===== config.mk =====
export PLATFORM = sky130hd
export DESIGN_NAME = sram_1rw_ctrl
export DESIGN_NICKNAME = d
export VERILOG_FILES = /design/src/rtl/sram_ctrl_pkg.sv /design/src/rtl/sram_rsp_fifo.sv /design/src/rtl/sram_1rw_ctrl.sv
export SDC_FILE = /design/constraint.sdc
export NUM_CORES = 1
export LEC_CHECK = 0
export CAP_MARGIN = 20
export CORE_AREA = 2 2 612 614
export DETAILED_ROUTE_END_ITERATION = 16
export DIE_AREA = 0 0 614 616
export RECOVER_POWER = 25
export SLEW_MARGIN = 20
export SYNTH_ARGS = -nofsm -noshare
export SYNTH_HDL_FRONTEND = slang
export SYNTH_HIERARCHICAL = 1
export SYNTH_SLANG_ARGS = --single-unit

===== constraint.sdc =====
create_clock -name clk -period 9.44 [get_ports clk]
set_clock_uncertainty 0.05 [all_clocks]
set_input_delay 1.888 -clock clk [delete_from_list [all_inputs] [get_ports clk]]
set_output_delay 1.888 -clock clk [all_outputs]
set_load 0.02 [all_outputs]

===== src/rtl/sram_ctrl_pkg.sv =====
// Shared types and default sizes for the single-port SRAM controller.
package sram_ctrl_pkg;

    typedef enum logic [0:0] {
        StInit,
        StRun
    } ctrl_state_e;

    localparam int unsigned DefBits      = 256;
    localparam int unsigned DefAddrWidth = 12;
    localparam int unsigned DefRspDepth  = 4;

endpackage


===== src/rtl/sram_rsp_fifo.sv =====
// Read-response buffer: circular FIFO with valid/ready on both ends.
module sram_rsp_fifo
    import sram_ctrl_pkg::*;
#(
    parameter int unsigned Width = DefBits,
    parameter int unsigned Depth = DefRspDepth
) (
    input  logic                         clk,
    input  logic                         rst_n,
    input  logic                         i_push_valid,
    output logic                         o_push_ready,
    input  logic [Width-1:0]             i_push_data,
    output logic                         o_pop_valid,
    input  logic                         i_pop_ready,
    output logic [Width-1:0]             o_pop_data,
    output logic [$clog2(Depth+1)-1:0]   o_count
);

    localparam int unsigned PtrW = (Depth > 1) ? $clog2(Depth) : 1;
    localparam int unsigned CntW = $clog2(Depth + 1);

    logic [Width-1:0] r_mem [Depth];
    logic [PtrW-1:0]  r_wptr;
    logic [PtrW-1:0]  r_rptr;
    logic [CntW-1:0]  r_count;
    logic             w_push;
    logic             w_pop;

    function automatic logic [PtrW-1:0] ptr_inc(input logic [PtrW-1:0] p);
        return (p == PtrW'(Depth - 1)) ? '0 : p + 1'b1;
    endfunction

    assign o_push_ready = (r_count != CntW'(Depth));
    assign o_pop_valid  = (r_count != '0);
    assign w_push       = i_push_valid && o_push_ready;
    assign w_pop        = o_pop_valid && i_pop_ready;
    assign o_count      = r_count;
    // An occupied slot is never rewritten, so the head stays stable under stall.
    assign o_pop_data   = r_mem[r_rptr];

    always_ff @(posedge clk or negedge rst_n) begin
        if (!rst_n) begin
            r_wptr  <= '0;
            r_rptr  <= '0;
            r_count <= '0;
        end else begin
            if (w_push) r_wptr <= ptr_inc(r_wptr);
            if (w_pop)  r_rptr <= ptr_inc(r_rptr);
            if (w_push && !w_pop) begin
                r_count <= r_count + 1'b1;
            end else if (!w_push && w_pop) begin
                r_count <= r_count - 1'b1;
            end
        end
    end

    always_ff @(posedge clk) begin
        if (w_push) r_mem[r_wptr] <= i_push_data;
    end

endmodule


===== src/rtl/sram_1rw_ctrl.sv =====
// Request/response front end for an external 1RW SRAM macro with optional zero-fill after reset.
module sram_1rw_ctrl
    import sram_ctrl_pkg::*;
#(
    parameter int unsigned BITS       = DefBits,
    parameter int unsigned ADDR_WIDTH = DefAddrWidth,
    parameter int unsigned RSP_DEPTH  = DefRspDepth,
    parameter int unsigned INIT_ZERO  = 1
) (
    input  logic                  clk,
    input  logic                  rst_n,
    input  logic                  req_valid,
    output logic                  req_ready,
    input  logic                  req_we,
    input  logic [ADDR_WIDTH-1:0] req_addr,
    input  logic [BITS-1:0]       req_wdata,
    input  logic [BITS-1:0]       req_wmask,
    output logic                  rsp_valid,
    input  logic                  rsp_ready,
    output logic [BITS-1:0]       rsp_rdata,
    output logic                  sram_ce,
    output logic                  sram_we,
    output logic [ADDR_WIDTH-1:0] sram_addr,
    output logic [BITS-1:0]       sram_wd,
    output logic [BITS-1:0]       sram_w_mask,
    input  logic [BITS-1:0]       sram_rd,
    output logic                  init_done
);

    localparam int unsigned        CntW       = $clog2(RSP_DEPTH + 1);
    localparam logic [CntW:0]      DepthLim   = RSP_DEPTH[CntW:0];
    localparam ctrl_state_e        ResetState = (INIT_ZERO != 0) ? StInit : StRun;

    ctrl_state_e           r_state;
    ctrl_state_e           w_state_next;
    logic [ADDR_WIDTH-1:0] r_init_addr;
    logic                  r_inflight;
    logic [CntW-1:0]       w_fifo_count;
    logic [CntW:0]         w_occupancy;
    logic                  w_fifo_push_ready;
    logic                  w_read_credit;
    logic                  w_can_accept;
    logic                  w_accept;
    logic                  w_last_init;

    // A pop in the current cycle is deliberately not credited, keeping
    // req_ready independent of rsp_ready.
    assign w_occupancy   = {1'b0, w_fifo_count} + {{CntW{1'b0}}, r_inflight};
    assign w_read_credit = (w_occupancy < DepthLim) && w_fifo_push_ready;
    assign w_can_accept  = (r_state == StRun) && (req_we || w_read_credit);
    assign w_accept      = req_valid && w_can_accept;
    assign w_last_init   = (r_init_addr == '1);

    always_ff @(posedge clk or negedge rst_n) begin
        if (!rst_n) begin
            r_state <= ResetState;
        end else begin
            r_state <= w_state_next;
        end
    end

    always_comb begin
        w_state_next = r_state;
        unique case (r_state)
            StInit:  if (w_last_init) w_state_next = StRun;
            StRun:   w_state_next = StRun;
        endcase
    end

    // rst_n gating only reaches ports so outputs drop the instant reset asserts.
    always_comb begin
        req_ready   = 1'b0;
        sram_ce     = 1'b0;
        sram_we     = 1'b0;
        sram_addr   = req_addr;
        sram_wd     = req_wdata;
        sram_w_mask = req_wmask;
        init_done   = 1'b0;
        unique case (r_state)
            StInit: begin
                sram_ce     = rst_n;
                sram_we     = rst_n;
                sram_addr   = r_init_addr;
                sram_wd     = '0;
                sram_w_mask = '1;
            end
            StRun: begin
                req_ready = rst_n && w_can_accept;
                sram_ce   = rst_n && w_accept;
                sram_we   = rst_n && w_accept && req_we;
                init_done = rst_n;
            end
        endcase
    end

    always_ff @(posedge clk or negedge rst_n) begin
        if (!rst_n) begin
            r_init_addr <= '0;
            r_inflight  <= 1'b0;
        end else begin
            if (r_state == StInit) r_init_addr <= r_init_addr + 1'b1;
            r_inflight <= w_accept && !req_we;
        end
    end

    sram_rsp_fifo #(
        .Width (BITS),
        .Depth (RSP_DEPTH)
    ) u_rsp_fifo (
        .clk          (clk),
        .rst_n        (rst_n),
        .i_push_valid (r_inflight),
        .o_push_ready (w_fifo_push_ready),
        .i_push_data  (sram_rd),
        .o_pop_valid  (rsp_valid),
        .i_pop_ready  (rsp_ready),
        .o_pop_data   (rsp_rdata),
        .o_count      (w_fifo_count)
    );

endmodule

# Yosys cells after proc, flatten, opt, wreduce, memory -nomap -nowiden
# Memory sizes are Yosys's and may differ from the RTL's.
# Cells that the tools add are included.
# word_totals
elab_cells	51
out_inout_bits	785
ramBits	1024
ff_bits	21
memories	1
# memory_table
memory	depth	width	read_ports	rd_ports_with_merged_regs	wr	line	source
u_rsp_fifo.r_mem	4	256	1	0	1	sram_rsp_fifo.sv:22	logic [Width-1:0] r_mem [Depth];
# op_classes
n_reduce_logical	17
add_sub_neg	6
order_cmp	1
bitwise_logic	1
n_mux	15
eq_ne	4
# op_table
operator	n
$mux W256	2
$add A12 B1 Y12 const B	1
$eq A12 B12 Y1 const B	1
$mux W12	1
$logic_and A1 B1 Y1	11
$mux W3	2
$pmux W1 S2	3
$mux W1	5
$add A2 B1 Y2 const B	2
$add A3 B1 Y4	1
$eq A2 B2 Y1 const B	2
$lt A4 B3 Y1 const B	1
$mux W2	2
$add A3 B1 Y3 const B	1
$logic_not A1 Y1	3
$ne A3 B3 Y1 const B	1
$reduce_bool A3 Y1	1
$sub A3 B1 Y3 const B	1
$reduce_bool A2 Y1	1
$logic_or A1 B1 Y1	1
$not A1 Y1	1

# Longest topological paths before layout
# logic_depth
ltp_word	9
mapped_depth	8
ltp_nobuf	8

# By module
# Netlist, hierarchy kept.
# modules_own_cells
module	cells_each	area_per_inst_um2	instances
sram_rsp_fifo	1374	37818.8	1
sram_1rw_ctrl	644	4222.8	1

# Least setup slack after synthesis
# Ideal clock, no wire load.
# synth_timing
path_type	reg2reg
from	register u_rsp_fifo.r_count[2], in the netlist u_rsp_fifo/o_count[2]
to	memory u_rsp_fifo/r_mem[0][0] (netlist bit), enable pin
period_less_slack_ns	7.200
path_stages_with_launch	3
t_arrival_ns	6.499
t_required_ns	8.739
slack_ns	2.240
n_path_buf	0
cell_sequence	dfrtp_1 > or3b_4 > and3_1
# synth_between
elab_chain_len	4
# synth_lines
element	line	source
start, declared	sram_rsp_fifo.sv:25	logic [CntW-1:0] r_count;
start signal, assigned	sram_rsp_fifo.sv:50	r_count <= r_count + 1'b1;
start signal, assigned	sram_rsp_fifo.sv:52	r_count <= r_count - 1'b1;
$ne A3 B3 Y1	sram_rsp_fifo.sv:33	assign o_push_ready = (r_count != CntW'(Depth));
via w_fifo_push_ready	sram_1rw_ctrl.sv:40	logic w_fifo_push_ready;
$logic_and A1 B1 Y1	sram_rsp_fifo.sv:35	assign w_push = i_push_valid && o_push_ready;
$mux W1	sram_rsp_fifo.sv:58	if (w_push) r_mem[r_wptr] <= i_push_data;
$mux W1 (implied by the code)	sram_rsp_fifo.sv:58	
end, declared	sram_rsp_fifo.sv:22	
# The timed path passes the listed nets, and every way through them passes these cells.

# Final worst setup path
# layout_timing
from	register r_state
to	output port sram_wd[194]
# layout_between
elab_chain_len	1
# layout_lines
element	line	source
start, declared	sram_1rw_ctrl.sv:34	ctrl_state_e r_state;
start signal, assigned	sram_1rw_ctrl.sv:56	r_state <= ResetState;
start signal, assigned	sram_1rw_ctrl.sv:58	r_state <= w_state_next;
$mux W256	sram_1rw_ctrl.sv:79	unique case (r_state)
end, declared	sram_1rw_ctrl.sv:24	output logic [BITS-1:0] sram_wd,
# No other way between the ends.

==> metrics.yaml <==
clock_tree:
  ctsResizeCount: 0
  insertion_delay_ps: 830
  cts_buffers: 118
  cts_root_buffer: "clkbuf_16"
  hold_buffers: 0
  cts_max_path_buffers: 4
  cts_tree: "built"
  cts_setup_buffers: 0
  clk_pin_slew_ps: 60
  h-tree-depth: 3
  cts.sinks: 1045
power:
  peakVddDrop_mv: 0.223
  p_per_area_nw_per_um2: 210
  power_switching_w: 0.00451
  internal_power_w: 0.00972
  comb_power_share_pct: 32.5
  power.leakage_nw: 20.9
  sw_frac_of_total_pct: 31.7
  power_frac_clock_pct: 30.9
  seqPwrFrac_pct: 36.6
sta:
  final.period_utilization_pct: 70.2
  rsz0062_at_grt: "no"
  setup_tns_ps: 0
  fin_hold_ws_ps: 470
  min_period_ps: 6630
  maxSlewHeadroom_pct: 27.4
  tightest_slew_ps: 1090
  drv_slew: 0
  hold_viol: 0
  timing.fmax_mhz: 151
  setup_viol: 0
place:
  place_area_um2: 63700
  post-dp-hpwl_um: 282000
  dp.cells: 8476
  gp_congestion: 0.985
  port_buffers: 1569
layout:
  nets: 4417
  design_area_um2: 67700
  synthToLayoutAreaGrowth_pct: 60.9
  seq_area_um2: 31300
  finalNonFillerCells: 8832
  fillers: 40100
  layout-drive-gt1-share_pct: 9.78
  multiInputGateArea_um2: 10000
worst_setup_path:
  cp.arrival_ps: 4690
  worstSetupStartpointType: "flop"
  path_class: "reg2out"
  worstPathRequired_ps: 7500
  worstPathMaxFanout: 174
  cp-end-kind: "output port"
synth:
  synth_ff_type: "edfxtp_1"
  netlist_area_um2: 42000
  yosys.area.top_type: "edfxtp_1"
  yosysMostFrequentCell: "edfxtp_1"
  synth-edff-count: 1024
  synth_area_per_cell_um2: 20.8
  ys_async_sr_fraction_pct: 2.01
  yosysWarningCount: 6
  ys_ff_latch: 1045
  synth_common_cells: "edfxtp_1 (1,024), and2_1 (256), nand2b_1 (256)"
  synthCells: 2018
  ys_types: 36
  yosys.area.top_type_share_pct: 73.1
  synthTopCellsByArea: "edfxtp_1 (73%), mux4_2 (7.9%), mux4_1 (6.8%)"
  syn-num-nets: 2811
  ys_seq_area_share_pct: 74.4
status:
  outcome: "finished clean"
grt:
  grt_first_pass_wirelength_um: 394000
  antenna_found_initial: 300
  grt_overflow: 0
  grt_pass1_vias: 28300
  track_usage_pct: 17.0
  grt_max_degree: 175
floorplan:
  design.portCount: 1570
  core_um2: 371000
  start_util_pct: 11.3
  die-area_um2: 378000
  row_count: 224
  die_w_um: 614
  die_height_um: 616
drt:
  drc: 0
  post_drt_wl_per_cell_um: 37.8
  ant_nets: 0
  vias: 28700
  drtIter0Drc: 2394
  wirelength_um: 333000
  firstDrtPassIters: 5
  drt-vias-per-instance: 3.25
worst_hold_path:
  hp-class: "reg2reg"
flow_run:
  cap_violations: 0
## critical path, cell delays in order, from the launching register on
cell             delay (ps)
dfrtp_1                 980
buf_4                   600
buf_12                  610
and2_1                  680
clkdlybuf4s50_1         760
## cell usage in the layout (no fill, tap or decap), types with 7 or more instances in the layout
master | synthesis | final
clkdlybuf4s50_1 | 0 | 1380
xnor2_1 | 7 | 7
diode_2 | 0 | 150
buf_4 | 2 | 23
clkinv_2 | 0 | 13
nand2_1 | 9 | 9
mux2_2 | 16 | 16
dfrtp_1 | 21 | 19
mux4_1 | 109 | 109
dlygate4sd3_1 | 0 | 186
xor2_1 | 7 | 7
and2_1 | 256 | 256
edfxtp_1 | 1024 | 1024
ha_1 | 7 | 7
inv_1 | 8 | 8
clkbuf_1 | 44 | 35
clkinv_1 | 0 | 15
buf_12 | 0 | 9
nand2b_1 | 256 | 256
bufinv_16 | 0 | 7
mux4_2 | 147 | 147
clkbuf_16 | 0 | 118
## per-layer routing
layer | vias to the layer above | part of all wire [%] | GRT usage (%)
met2 | 1868 | 53 | 31.7
met1 | 14600 | 34 | 17.3
li1 | 11400 | - | -
met3 | 788 | 5.9 | 3.50
met4 | 56 | 7.2 | 9.95
met5 | - | 0.12 | 0.0894
## kinds of logic after synthesis
logic type	after synthesis	share of synthesized area [%]
simple gates	548	8.11
xor+xnor	14	0.292
buf+inv	125	1.75
mux	272	15.1
flops	1045	74.4
fa+ha+maj	8	0.256
compound gates	6	0.0863
## worst paths after layout
path	from	to	slack [ps]	cells after the start
worst max-delay path	r_state	sram_wd[194]	2810	4
worst min-delay path	u_rsp_fifo/o_count[2]	u_rsp_fifo/o_count[2]	470	1
worst max register to register	u_rsp_fifo/o_count[2]	u_rsp_fifo/r_mem[1][94]	5730	4
worst min register to register	u_rsp_fifo/o_count[2]	u_rsp_fifo/o_count[2]	470	1
max in group asynchronous	rst_n	u_rsp_fifo/r_rptr[1]	7230	2
min in group asynchronous	rst_n	r_init_addr[1]	1770	2
## area by class of cell
class	instances	area share (%)
clock inverter	52	0.773
antenna	150	0.555
clock buffer	154	4.59
tap	4972	9.19
multi-input combinational	848	14.8
sequential	1045	46.2
inverter	8	0.0444
timing repair buffer	1603	23.8
## metrics by stage
step | util, % | setup slack [ps] | power [W]
after CTS | 18.1 | 2770 | 0.0145
after global placement | 17.1 | 2240 | 0.0101
after floorplan | - | 2240 | 0.00757
final | 18.2 | 2810 | 0.0142
after detailed placement | 17.1 | 2780 | 0.0101
after global routing | 18.2 | 2650 | 0.0147
## power groups by stage
| stage | sequential (W) | combinational [W] | clock, W |
|---|---|---|---|
| floorplan | 0.00521 | 0.00236 | 0 |
| global placement | 0.00531 | 0.00479 | 0 |
| detailed placement | 0.00531 | 0.00478 | 0 |
| CTS | 0.00521 | 0.00480 | 0.00453 |
| global route | 0.00521 | 0.00480 | 0.00469 |
| finish | 0.00520 | 0.00462 | 0.00440 |
## sequential cells by signal, summed over array words and instances, names as in the netlist
name                count
r_inflight              1
r_init_addr            12
r_state                 1
u_rsp_fifo/o_count      3
u_rsp_fifo/r_mem     1024
u_rsp_fifo/r_rptr       2
u_rsp_fifo/r_wptr       2
Note: power is estimated with default switching activity, not from simulation.
